### config.mk
export PLATFORM = sky130hd
export DESIGN_NAME = complex_dot_ctrl
export DESIGN_NICKNAME = d
export VERILOG_FILES = /design/src/rtl/cdot_pkg.sv /design/src/rtl/cdot_accum.sv /design/src/rtl/complexMul.sv /design/src/rtl/complex_dot_ctrl.sv
export SDC_FILE = /design/constraint.sdc
export NUM_CORES = 1
export LEC_CHECK = 0
export CAP_MARGIN = 20
export CORE_UTILIZATION = 55
export CTS_CLUSTER_DIAMETER = 100
export DETAILED_ROUTE_END_ITERATION = 12
export PLACE_DENSITY = 0.74
export SLEW_MARGIN = 25
export SYNTH_ARGS = -nofsm -noshare
export SYNTH_HDL_FRONTEND = slang
export SYNTH_HIERARCHICAL = 1
export SYNTH_SLANG_ARGS = --single-unit
### constraint.sdc
create_clock -name clk -period 15.2 [get_ports clk]
set_clock_uncertainty 0.2 [all_clocks]
set_input_delay 4.56 -clock clk [delete_from_list [all_inputs] [get_ports clk]]
set_output_delay 4.56 -clock clk [all_outputs]
set_load 0.02 [all_outputs]
### src/rtl/cdot_pkg.sv
`default_nettype none
// ============================================================================
// Module      : cdot_pkg
// Description : Shared types and helpers for the complex dot-product controller.
// Revision    : 1.0 - initial release
// ============================================================================
package cdot_pkg;

    typedef enum logic [1:0] {
        IDLE  = 2'd0,
        RUN   = 2'd1,
        DRAIN = 2'd2,
        DONE  = 2'd3
    } state_e;

    typedef enum logic {
        SUM = 1'b0,
        SUB = 1'b1
    } op_e;

    function automatic int acc_width(input int width, input int max_len);
        return 2 * width + $clog2(max_len) + 1;
    endfunction

endpackage
`default_nettype wire

### src/rtl/cdot_accum.sv
`default_nettype none
// ============================================================================
// Module      : cdot_accum
// Description : Product pipe register plus two sign-extending accumulators.
// Revision    : 1.0 - initial release
// ============================================================================
module cdot_accum #(
    parameter int WIDTH = 8,
    parameter int ACC_W = 21
) (
    input  logic               clk,
    input  logic               rst,
    input  logic               i_clr,
    input  logic               i_load,
    input  logic [2*WIDTH:0]   i_p_re,
    input  logic [2*WIDTH:0]   i_p_im,
    output logic [ACC_W-1:0]   o_acc_re,
    output logic [ACC_W-1:0]   o_acc_im,
    output logic               o_pv
);

    localparam int PW = 2 * WIDTH + 1;

    logic [PW-1:0]    r_pr_re;
    logic [PW-1:0]    r_pr_im;
    logic             r_pv;
    logic [ACC_W-1:0] r_acc_re;
    logic [ACC_W-1:0] r_acc_im;
    logic [ACC_W-1:0] w_ext_re;
    logic [ACC_W-1:0] w_ext_im;

    assign w_ext_re = {{(ACC_W-PW){r_pr_re[PW-1]}}, r_pr_re};
    assign w_ext_im = {{(ACC_W-PW){r_pr_im[PW-1]}}, r_pr_im};

    always_ff @(posedge clk) begin
        if (rst) begin
            r_pr_re  <= '0;
            r_pr_im  <= '0;
            r_pv     <= 1'b0;
            r_acc_re <= '0;
            r_acc_im <= '0;
        end else begin
            r_pv <= i_load;
            if (i_load) begin
                r_pr_re <= i_p_re;
                r_pr_im <= i_p_im;
            end
            if (i_clr) begin
                r_acc_re <= '0;
                r_acc_im <= '0;
            end else if (r_pv) begin
                r_acc_re <= r_acc_re + w_ext_re;
                r_acc_im <= r_acc_im + w_ext_im;
            end
        end
    end

    assign o_acc_re = r_acc_re;
    assign o_acc_im = r_acc_im;
    assign o_pv     = r_pv;

endmodule
`default_nettype wire

### src/rtl/complexMul.sv
`default_nettype none
// ============================================================================
// Module      : complexMul
// Description : Combinational complex multiplier, p = a * b.
// Revision    : 1.0 - initial release
// ============================================================================
module complexMul
    import cdot_pkg::*;
#(
    parameter int WIDTH = 8
) (
    input  logic [WIDTH-1:0]   i_a_re,
    input  logic [WIDTH-1:0]   i_a_im,
    input  logic [WIDTH-1:0]   i_b_re,
    input  logic [WIDTH-1:0]   i_b_im,
    output logic [2*WIDTH:0]   o_p_re,
    output logic [2*WIDTH:0]   o_p_im
);

    // One extra result bit: (-2^(W-1))^2 summed twice reaches +2^(2W-1).
    localparam int PW = 2 * WIDTH + 1;

    logic signed [2*WIDTH-1:0] w_rr;
    logic signed [2*WIDTH-1:0] w_ii;
    logic signed [2*WIDTH-1:0] w_ir;
    logic signed [2*WIDTH-1:0] w_ri;

    function automatic logic [PW-1:0] addsub(
        input op_e                 op,
        input logic [2*WIDTH-1:0]  x,
        input logic [2*WIDTH-1:0]  y
    );
        logic [PW-1:0] xe;
        logic [PW-1:0] ye;
        xe = {x[2*WIDTH-1], x};
        ye = {y[2*WIDTH-1], y};
        return (op == SUB) ? (xe - ye) : (xe + ye);
    endfunction

    assign w_rr = $signed(i_a_re) * $signed(i_b_re);
    assign w_ii = $signed(i_a_im) * $signed(i_b_im);
    assign w_ir = $signed(i_a_im) * $signed(i_b_re);
    assign w_ri = $signed(i_a_re) * $signed(i_b_im);

    assign o_p_re = addsub(SUB, w_rr, w_ii);
    assign o_p_im = addsub(SUM, w_ir, w_ri);

endmodule
`default_nettype wire

### src/rtl/complex_dot_ctrl.sv
`default_nettype none
// ============================================================================
// Module      : complex_dot_ctrl
// Description : Sequences a shared complex multiplier into a dot-product accumulator.
// Revision    : 1.0 - initial release
// ============================================================================
module complex_dot_ctrl
    import cdot_pkg::*;
#(
    parameter int WIDTH   = 8,
    parameter int MAX_LEN = 16,
    parameter int LEN_W   = $clog2(MAX_LEN + 1),
    parameter int ACC_W   = acc_width(WIDTH, MAX_LEN)
) (
    input  logic               clk,
    input  logic               rst,
    input  logic               start,
    input  logic [LEN_W-1:0]   cfg_len,
    input  logic               in_valid,
    output logic               in_ready,
    input  logic [WIDTH-1:0]   aReal,
    input  logic [WIDTH-1:0]   aImag,
    input  logic [WIDTH-1:0]   bReal,
    input  logic [WIDTH-1:0]   bImag,
    output logic               out_valid,
    input  logic               out_ready,
    output logic [ACC_W-1:0]   outReal,
    output logic [ACC_W-1:0]   outImag,
    output logic               busy
);

    localparam logic [LEN_W-1:0] c_one     = LEN_W'(1);
    localparam logic [LEN_W-1:0] c_zero    = '0;
    localparam logic [LEN_W-1:0] c_max_len = LEN_W'(MAX_LEN);

    state_e             r_state;
    state_e             w_next;
    logic [LEN_W-1:0]   r_len;
    logic [LEN_W-1:0]   r_cnt;
    logic [LEN_W-1:0]   w_len_eff;
    logic [ACC_W-1:0]   r_out_re;
    logic [ACC_W-1:0]   r_out_im;
    logic               w_clr;
    logic               w_ready;
    logic               w_hs;
    logic               w_pv;
    logic               w_load_out;
    logic [2*WIDTH:0]   w_p_re;
    logic [2*WIDTH:0]   w_p_im;
    logic [ACC_W-1:0]   w_acc_re;
    logic [ACC_W-1:0]   w_acc_im;

    assign w_len_eff = ((cfg_len == c_zero) || (cfg_len > c_max_len)) ? c_max_len : cfg_len;
    assign w_hs      = in_valid & w_ready;

    always_comb begin
        w_next     = r_state;
        w_ready    = 1'b0;
        w_clr      = 1'b0;
        w_load_out = 1'b0;
        case (r_state)
            IDLE: begin
                if (start) begin
                    w_clr  = 1'b1;
                    w_next = RUN;
                end
            end
            RUN: begin
                w_ready = 1'b1;
                if (in_valid && (r_cnt == r_len - c_one)) begin
                    w_next = DRAIN;
                end
            end
            DRAIN: begin
                // Wait for the last product to leave the pipe before capturing the sum.
                if (!w_pv) begin
                    w_load_out = 1'b1;
                    w_next     = DONE;
                end
            end
            DONE: begin
                if (out_ready) begin
                    if (start) begin
                        w_clr  = 1'b1;
                        w_next = RUN;
                    end else begin
                        w_next = IDLE;
                    end
                end
            end
            default: w_next = IDLE;
        endcase
    end

    always_ff @(posedge clk) begin
        if (rst) begin
            r_state  <= IDLE;
            r_len    <= '0;
            r_cnt    <= '0;
            r_out_re <= '0;
            r_out_im <= '0;
        end else begin
            r_state <= w_next;
            if (w_clr) begin
                r_len <= w_len_eff;
                r_cnt <= '0;
            end else if (w_hs) begin
                r_cnt <= r_cnt + c_one;
            end
            if (w_load_out) begin
                r_out_re <= w_acc_re;
                r_out_im <= w_acc_im;
            end
        end
    end

    complexMul #(
        .WIDTH (WIDTH)
    ) u_mul (
        .i_a_re (aReal),
        .i_a_im (aImag),
        .i_b_re (bReal),
        .i_b_im (bImag),
        .o_p_re (w_p_re),
        .o_p_im (w_p_im)
    );

    cdot_accum #(
        .WIDTH (WIDTH),
        .ACC_W (ACC_W)
    ) u_accum (
        .clk      (clk),
        .rst      (rst),
        .i_clr    (w_clr),
        .i_load   (w_hs),
        .i_p_re   (w_p_re),
        .i_p_im   (w_p_im),
        .o_acc_re (w_acc_re),
        .o_acc_im (w_acc_im),
        .o_pv     (w_pv)
    );

    assign in_ready  = w_ready;
    assign out_valid = (r_state == DONE);
    assign busy      = (r_state != IDLE);
    assign outReal   = r_out_re;
    assign outImag   = r_out_im;

endmodule
`default_nettype wire

# Word level (Yosys, flattened, before mapping)
# Index checks and enable logic that the tools add are counted.
[classes] n_mux=13 bitwise_logic=1 n_lt_le_gt_ge=1 addsub=6 n_eq_ne=8 n_reduce_logical=7 n_mul=4
[op_table] operator="multiplier 8 x 8 -> 16 bit" n=4
[op_table] operator="adder 21 bit" n=2
[op_table] operator="adder 16 x 16 -> 17 bit" n=1
[op_table] operator="subtractor 16 x 16 -> 17 bit" n=1
[op_table] operator="2-to-1 mux 2 bit" n=4
[op_table] operator="one-hot mux 2 bit (4 select lines)" n=1
[op_table] operator="2-to-1 mux 1 bit" n=6
[op_table] operator="inequality test 2 bit (second input constant)" n=3
[op_table] operator="adder 5 x 1 -> 5 bit (second input constant)" n=1
[op_table] operator="equality test 5 bit" n=1
[op_table] operator="greater-than comparator 5 bit (second input constant)" n=1
[op_table] operator="zero test 5 bit" n=1
[op_table] operator="2-to-1 mux 5 bit" n=1
[op_table] operator="subtractor 5 x 1 -> 5 bit (second input constant)" n=1
[op_table] operator="equality test 2 bit (second input constant)" n=2
[op_table] operator="AND reduction 4 bit" n=1
[op_table] operator="equality test 2 x 1 -> 1 bit (second input constant)" n=1
[op_table] operator="zero test 2 bit" n=1
[op_table] operator="inequality test 2 x 1 -> 1 bit (second input constant)" n=1
[op_table] operator="one-hot mux 1 bit (2 select lines)" n=1
[op_table] operator="nonzero test 2 bit" n=1
[op_table] operator="OR reduction 2 bit" n=1
[op_table] operator="AND 1 bit" n=1
[op_table] operator="logical AND 1 bit" n=1
[op_table] operator="logical OR 1 bit" n=1
[word_totals] reg_bits=131 elab_cells=50

# Longest topological paths before layout
# Gate-level depths: netlist of run 1.
[logic_depth] word_depth=5 depth_mapped=23 depth_no_buf=22

# Hierarchy
# The synthesis of run 1 kept the hierarchy.
[modules_own_cells] mod="complexMul" cells_each=1160 instances=1 area_per_inst_um2=10802.9
[modules_own_cells] mod="cdot_accum" cells_each=562 instances=1 area_per_inst_um2=4827.1
[modules_own_cells] mod="complex_dot_ctrl" cells_each=270 instances=1 area_per_inst_um2=2193.4

# Least setup slack after synthesis of run 1
# No wires, ideal clock.
[synth_path] path_type="input-to-reg" from="input bReal[7]" to="register u_accum.r_pr_im[14]" cell_stages=19 setup_slack_ns=5.217 arrival_time_ns=9.718 n_path_buf=1 t_required_ns=14.935 cell_sequence="inv_1 -> clkbuf_1 -> nor2_1 -> fa_1 -> fa_1 -> fa_1 -> fa_1 -> fa_1 -> inv_1 -> fa_1 -> inv_1 -> ha_1 -> a21o_1 -> a2111oi_4 -> a211oi_2 -> a2111oi_2 -> nand3b_1 -> mux2i_1 -> nor2_1"
[synth_via] elab_chain_len=2
[synth_rtl] element="start, declared" line="complex_dot_ctrl.sv:23" text="input logic [WIDTH-1:0] bReal,"
[synth_rtl] element="multiplier 8 x 8 -> 16 bit" line="complexMul.sv:42" text="assign w_ir = $signed(i_a_im) * $signed(i_b_re);"
[synth_rtl] element="adder 16 x 16 -> 17 bit" line="complexMul.sv:37" text="return (op == SUB) ? (xe - ye) : (xe + ye);"
[synth_rtl] element="net w_p_im[14]" line="complex_dot_ctrl.sv:49" text="logic [2*WIDTH:0] w_p_im;"
[synth_rtl] element="end signal, assigned" line="cdot_accum.sv:46" text="r_pr_im <= i_p_im;"
[synth_rtl] element="end, declared" line="cdot_accum.sv:25" text="logic [PW-1:0] r_pr_im;"
# The timed path passes the listed nets, and every way through them passes these cells.
# A chain may end at the register's enable or synchronous reset.

# Worst setup path after layout of run 1
[layout_path] from="input bImag[0]" to="register u_accum.r_pr_im[14]"
[layout_via] elab_chain_len=2
[layout_rtl] element="start, declared" line="complex_dot_ctrl.sv:24" text="input logic [WIDTH-1:0] bImag,"
[layout_rtl] element="multiplier 8 x 8 -> 16 bit" line="complexMul.sv:43" text="assign w_ri = $signed(i_a_re) * $signed(i_b_im);"
[layout_rtl] element="adder 16 x 16 -> 17 bit" line="complexMul.sv:37"
[layout_rtl] element="net w_p_im[14]" line="complex_dot_ctrl.sv:49"
# The timed path passes the listed nets, and every way through them passes these cells.

==> impl_metrics.csv, run 1 <==
group,metric,value,unit
setup_path,r2r_cells,9,
place,place_ws,3.92,ns
logic_synthesis,seq_area_frac_synth,14.7,%
die,die_area,33100,um^2
setup_path,cp_data_arrival_time,10.96,ns
logic_synthesis,netlist_area,17800,um^2
finish,layout-drive-gt1-share,3.33,%
setup_path,worst-path-buf-inv,5,
global_routing,grt_antenna_before_repair,0,
global_routing,grt_pass1_wl,67.3,mm
clocking,root_buffer,"clkbuf_16",
setup_path,path_cells,"clkdlybuf4s50_1, and2_1, inv_1, fa_1, fa_1, inv_1, fa_1, fa_1, fa_1, inv_1, fa_1, inv_1, ha_1, o21a_1, a2111oi_4, a211oi_2, a2111oi_2, nand3b_1, mux2i_1, nor2_1",
setup_path,path_max_fanout,16,
timing,finalHoldViolCount,0,
setup_path,path_class,"in2reg",
global_routing,grt_use_total,25.2,%
logic_synthesis,syn_nets,2474,
logic_synthesis,syn_avg_cell_area,8.95,um^2
setup_path,slowest_delay,0.90,ns
timing,timing.fmax,0.0925,GHz
die,coreArea,31700,um^2
clocking,clkLatencyLatePin,0.42,ns
die,pin_count,87,
timing,worst_slack,4.39,ns
setup_path,cp_data_required_time,15.35,ns
finish,n_antenna_cell,0,
logic_synthesis,synth_edf_count,0,
outcome,status,"completed",
logic_synthesis,ys_warn_count,6,
routing,drcViolationCount,0,
hold_path,hold_depth,2,
finish,area_growth,9.83,%
clocking,clock-sinks,131,
finish,fillers,2730,
routing,wl_per_cell,16.3,um
place,gp_congestion,0.909,
timing,finalMaxSlewViolations,0,
clocking,clk_pin_slew,0.06,ns
die,start_util,56.2,%
clocking,cts-resized-gates,0,
global_routing,gr-total-overflow,0,
logic_synthesis,synthDistinctLibCells,74,
timing,min_period,10.81,ns
routing,num_vias,13700,
timing,final-setup-viol-count,0,
logic_synthesis,async_reset_ff_share,0,%
clocking,cts_setup_buffers,0,
run,cap_violations,0,
setup_path,critPathTopFamily,"adder cells",
global_routing,grt_max_degree,88,
clocking,cts_tree,"yes",
timing,tns,0,ns
setup_path,slowest_stage,"clkdlybuf4s50_1",
timing,tightest_slew,1.00,ns
routing,ant_nets,0,
timing,finalCritPeriodShare,71.2,%
logic_synthesis,synth_flop_cell,"dfxtp_1",
clocking,ctsLongestPathBuffers,2,
clocking,htreeDepth,4,
place,place_hpwl,30.8,mm
logic_synthesis,postSynthCellCount,1992,
place,io_buffers,86,
timing,rsz0062_at_grt,"false",
finish,nets,2510,
setup_path,crit_cells,20,
die,num_rows,65,
logic_synthesis,synth-seq-cells,131,
setup_path,end_kind,"register",
clocking,cts_buffers,17,
hold_path,hold_class,"reg2reg",
clocking,hold_buffers,0,
die,dieWidth,182,um
setup_path,path_common_cell,"fa_1",
routing,viasPerCell,5.59,
routing,first_pass_iters,5,
routing,routed_wl,39.8,mm
routing,drt-initial-drc-count,890,
timing,maxSlewHeadroom,33.0,%
die,die_h,182,um
global_routing,grt_pass1_vias,13700,
setup_path,start_kind,"input pin",
-- layer usage --
| metal | GRT usage (%) | part of all wire, % |
|---|---|---|
| met5 | 0 | 0 |
| met2 | 41.9 | 49 |
| met1 | 34.8 | 45 |
| met3 | 3.55 | 4.3 |
| met4 | 5.82 | 1.5 |
-- cells in the final DEF (no fill, tap or decap), types with 3 or more instances in the layout --
cell type        netlist  routed
nand2b_1              11      11
a211o_1                6       6
and3_1                 8       8
and2_1               145     145
clkdlybuf4s50_1        0      85
nor2_1               109     108
nor2b_1                5       4
nand4_1               11      11
o21ai_0               34      34
xnor2_1               52      52
mux2i_1               51      51
o22ai_1                3       3
a21oi_1              118     118
or4_1                  6       6
clkbuf_8               2       3
a2111o_1               4       4
o211ai_1               5       5
nand2_1              226     226
clkbuf_16              0      17
fa_1                 281     281
ha_1                 159     159
a21o_1                21      21
dfxtp_1              131     131
bufinv_16              0       5
a211oi_1              21      21
buf_4                  0       6
o21a_1                22      22
o31ai_1                9       9
a31oi_1                5       5
nand3b_1               9       9
nand3_1               29      29
xor2_1                23      23
or3_1                  8       8
nor3_1                16      16
inv_1                331     330
o21bai_1               8       8
-- synthesized netlist by cell type, types with 34 or more instances --
library cell    n  area share, %
a21oi_1       118            3.3
and2_1        145            5.1
clkbuf_1       66            1.4
dfxtp_1       131             15
fa_1          281             32
ha_1          159             11
inv_1         331            7.0
mux2i_1        51            2.9
nand2_1       226            4.8
nor2_1        109            2.3
o21ai_0        34           0.95
xnor2_1        52            2.6
-- stage by stage --
step	utilization [%]	hold slack, ns	instances	instance area [um^2]
final	61.7	0.252	2443	19600
after global placement	59.6	0.243	2411	18900
after global routing	61.7	0.274	2443	19600
after floorplan	-	0.240	1992	17800
after CTS	61.7	0.256	2443	19600
after detailed placement	59.6	0.248	2411	18900
-- cell type report --
class                      count  area (um^2)  area share [%]
clock buffer                  21          470            2.40
clock inverter                11          198            1.01
inverter                     332         1250            6.37
multi-input combinational   1454        13600            69.7
sequential                   131         2620            13.4
tap                          402          503            2.57
timing repair buffer          92          901            4.60
-- kinds of logic after synthesis --
logic type / Yosys count / share of synthesized area [%]
AOI/OAI and AO/OA: 287 / 10.7
xor gates and xnor gates: 76 / 3.78
adders and majority gates: 440 / 42.7
buffers and inverters: 407 / 8.82
DFF: 131 / 14.7
muxes: 51 / 2.86
and+or+nand+nor: 600 / 16.4
-- worst min-delay path, delay by kind of cell (launching register included) --
family | cells | cell delay (ns)
flip-flops | 1 | 0.31
AND/OR/NAND/NOR | 1 | 0.05
AO/OA/AOI/OAI | 1 | 0.05
-- registers in the layout (all words and copies together) (netlist names), 5 cells and up --
name	flops
outImag	21
outReal	21
u_accum/o_acc_im	21
u_accum/o_acc_re	21
u_accum/r_pr_im	17
u_accum/r_pr_re	17
r_cnt	5
r_len	5
-- worst paths after layout --
kind          startpoint              endpoint  slack, ns
max             bImag[0]   u_accum/r_pr_im[14]       4.39
min          outImag[12]           outImag[12]       0.25
max reg2reg   r_state[0]  u_accum/o_acc_re[18]      11.68
min reg2reg  outImag[12]           outImag[12]       0.25
Power of run 1 is left out: the tool's default activity adds up to more than one toggle a clock period on the data nets, which glitch-free logic cannot reach.
==> run 2, diff against run 1 <==
- PLACE_DENSITY: 0.74 -> 0.77
- clock period: 15.2 -> 9.3 ns (I/O delays scaled with it)
==> run 2 against run 1 <==
  * Clock-buffer cell count decreased by 4
  * Global-route usage grew 0.58 points
  * Critical path depth is 1 lower
  * Wire length up 1.7%
  * Critical path type unchanged
  * Setup slack got worse by 3.9 ns
  * Non-clock buffer count up 43
  * Sequential share of layout area is 0.15 points lower
  * Sequential cell count did not move
  * Hold slack got worse by 0.00060 ns
==> impl_metrics.csv, run 2 (synthesis gave the netlist of run 1 again) <==
group,metric,value,unit
clocking,cts_tree,"yes",
setup_path,path_cells,"clkdlybuf4s50_1, inv_1, nor2_1, fa_1, fa_1, fa_1, fa_1, fa_1, inv_1, fa_1, inv_1, ha_1, a21o_1, a2111oi_4, a211oi_2, a2111oi_2, nand3b_1, mux2i_1, nor2_1",
place,place_hpwl,32.7,mm
routing,wl_per_cell,16.3,um
global_routing,grt_use_total,25.8,%
setup_path,crit_start,"bReal[7]",
clocking,cts_setup_buffers,0,
run,cap_violations,0,
timing,tightest_slew,0.989,ns
clocking,hold_buffers,0,
clocking,ctsLongestPathBuffers,2,
place,placed_area,19200,um^2
routing,drt-initial-drc-count,1021,
timing,finalCritPeriodShare,94.3,%
routing,num_vias,13800,
routing,viasPerCell,5.55,
setup_path,cp_data_required_time,9.45,ns
finish,post-route-util,62.4,%
global_routing,grt_pass1_wl,68.3,mm
finish,area_growth,11.1,%
timing,timing.fmax,0.114,GHz
clocking,htreeDepth,4,
global_routing,grt_max_degree,88,
setup_path,start_kind,"input pin",
setup_path,cp_data_arrival_time,8.92,ns
die,die_area,33100,um^2
hold_path,hold_class,"reg2reg",
global_routing,gr-total-overflow,0,
die,die_h,182,um
finish,layout_common_cells,"inv_1, fa_1, nand2_1",
place,io_buffers,86,
finish,layout-drive-gt1-share,5.37,%
timing,finalMaxSlewViolations,0,
timing,fin_hold_ws,0.252,ns
routing,drcViolationCount,0,
clocking,clk_pin_slew,0.06,ns
setup_path,rrSetupSlack,5.90,ns
place,gp_congestion,0.942,
clocking,root_buffer,"clkbuf_16",
setup_path,path_class,"in2reg",
routing,routed_wl,40.5,mm
finish,final_area,19800,um^2
finish,nets,2553,
die,pin_count,87,
timing,finalHoldViolCount,0,
timing,maxSlewHeadroom,34.0,%
routing,first_pass_iters,6,
timing,tns,0,ns
clocking,cts-resized-gates,0,
global_routing,grt_pass1_vias,13900,
die,start_util,56.2,%
hold_path,min-delay-start,"outImag[20]",
global_routing,grt_antenna_before_repair,0,
timing,rsz0062_at_grt,"false",
timing,min_period,8.77,ns
setup_path,slowest_delay,0.59,ns
clocking,cts_buffers,17,
setup_path,end_kind,"register",
routing,ant_nets,0,
die,coreArea,31700,um^2
finish,final_common_cell,"inv_1",
finish,n_antenna_cell,0,
die,dieWidth,182,um
timing,final-setup-viol-count,0,
setup_path,slowest_stage,"clkdlybuf4s50_1",
setup_path,r2r-start,"r_state[1]",
die,num_rows,65,
setup_path,path_common_cell,"fa_1",
setup_path,path_max_fanout,13,
clocking,clkLatencyLatePin,0.43,ns
outcome,status,"completed",
clocking,clock-sinks,131,
-- run 2: layer usage --
| metal | up-vias | global-route usage [%] | wire length [um] |
|---|---|---|---|
| met5 | - | 0 | 0 |
| met3 | 58 | 3.89 | 2330 |
| li1 | 6515 | - | - |
| met1 | 6828 | 34.7 | 17800 |
| met2 | 405 | 43.4 | 19500 |
| met4 | 0 | 6.76 | 837 |
-- run 2: cell type report --
cell class / count / area [um^2]
timing repair buffer: 135 / 1220
sequential: 131 / 2620
tap: 402 / 503
clock buffer: 17 / 425
multi-input combinational: 1454 / 13600
clock inverter: 15 / 146
inverter: 332 / 1250
fill: 2680 / 11900
-- run 2: final timing paths --
check,endpoint,cells past startpoint
worst max register to register,u_accum/o_acc_re[18],9
worst min register to register,outImag[20],2
worst max-delay path,u_accum/r_pr_im[14],19
worst min-delay path,outImag[20],2
-- run 2: critical path, delay by kind of cell --
kind / cells / cell delay (ns)
adder cells (fa/ha/maj): 7 / 3.28
buffers and inverters: 4 / 1.21
AND/OR/NAND/NOR: 3 / 0.42
AO/OA/AOI/OAI: 4 / 1.09
multiplexers: 1 / 0.09
-- run 2: through the flow --
stage          cells  setup slack, ns
6_report        2486            0.533
5_1_grt         2486            0.280
3_5_place_dp    2454            0.125
3_3_place_gp    2454            0.237
4_1_cts         2486            0.568
2_1_floorplan   1992             1.09
Power of run 2 is left out for the same reason.
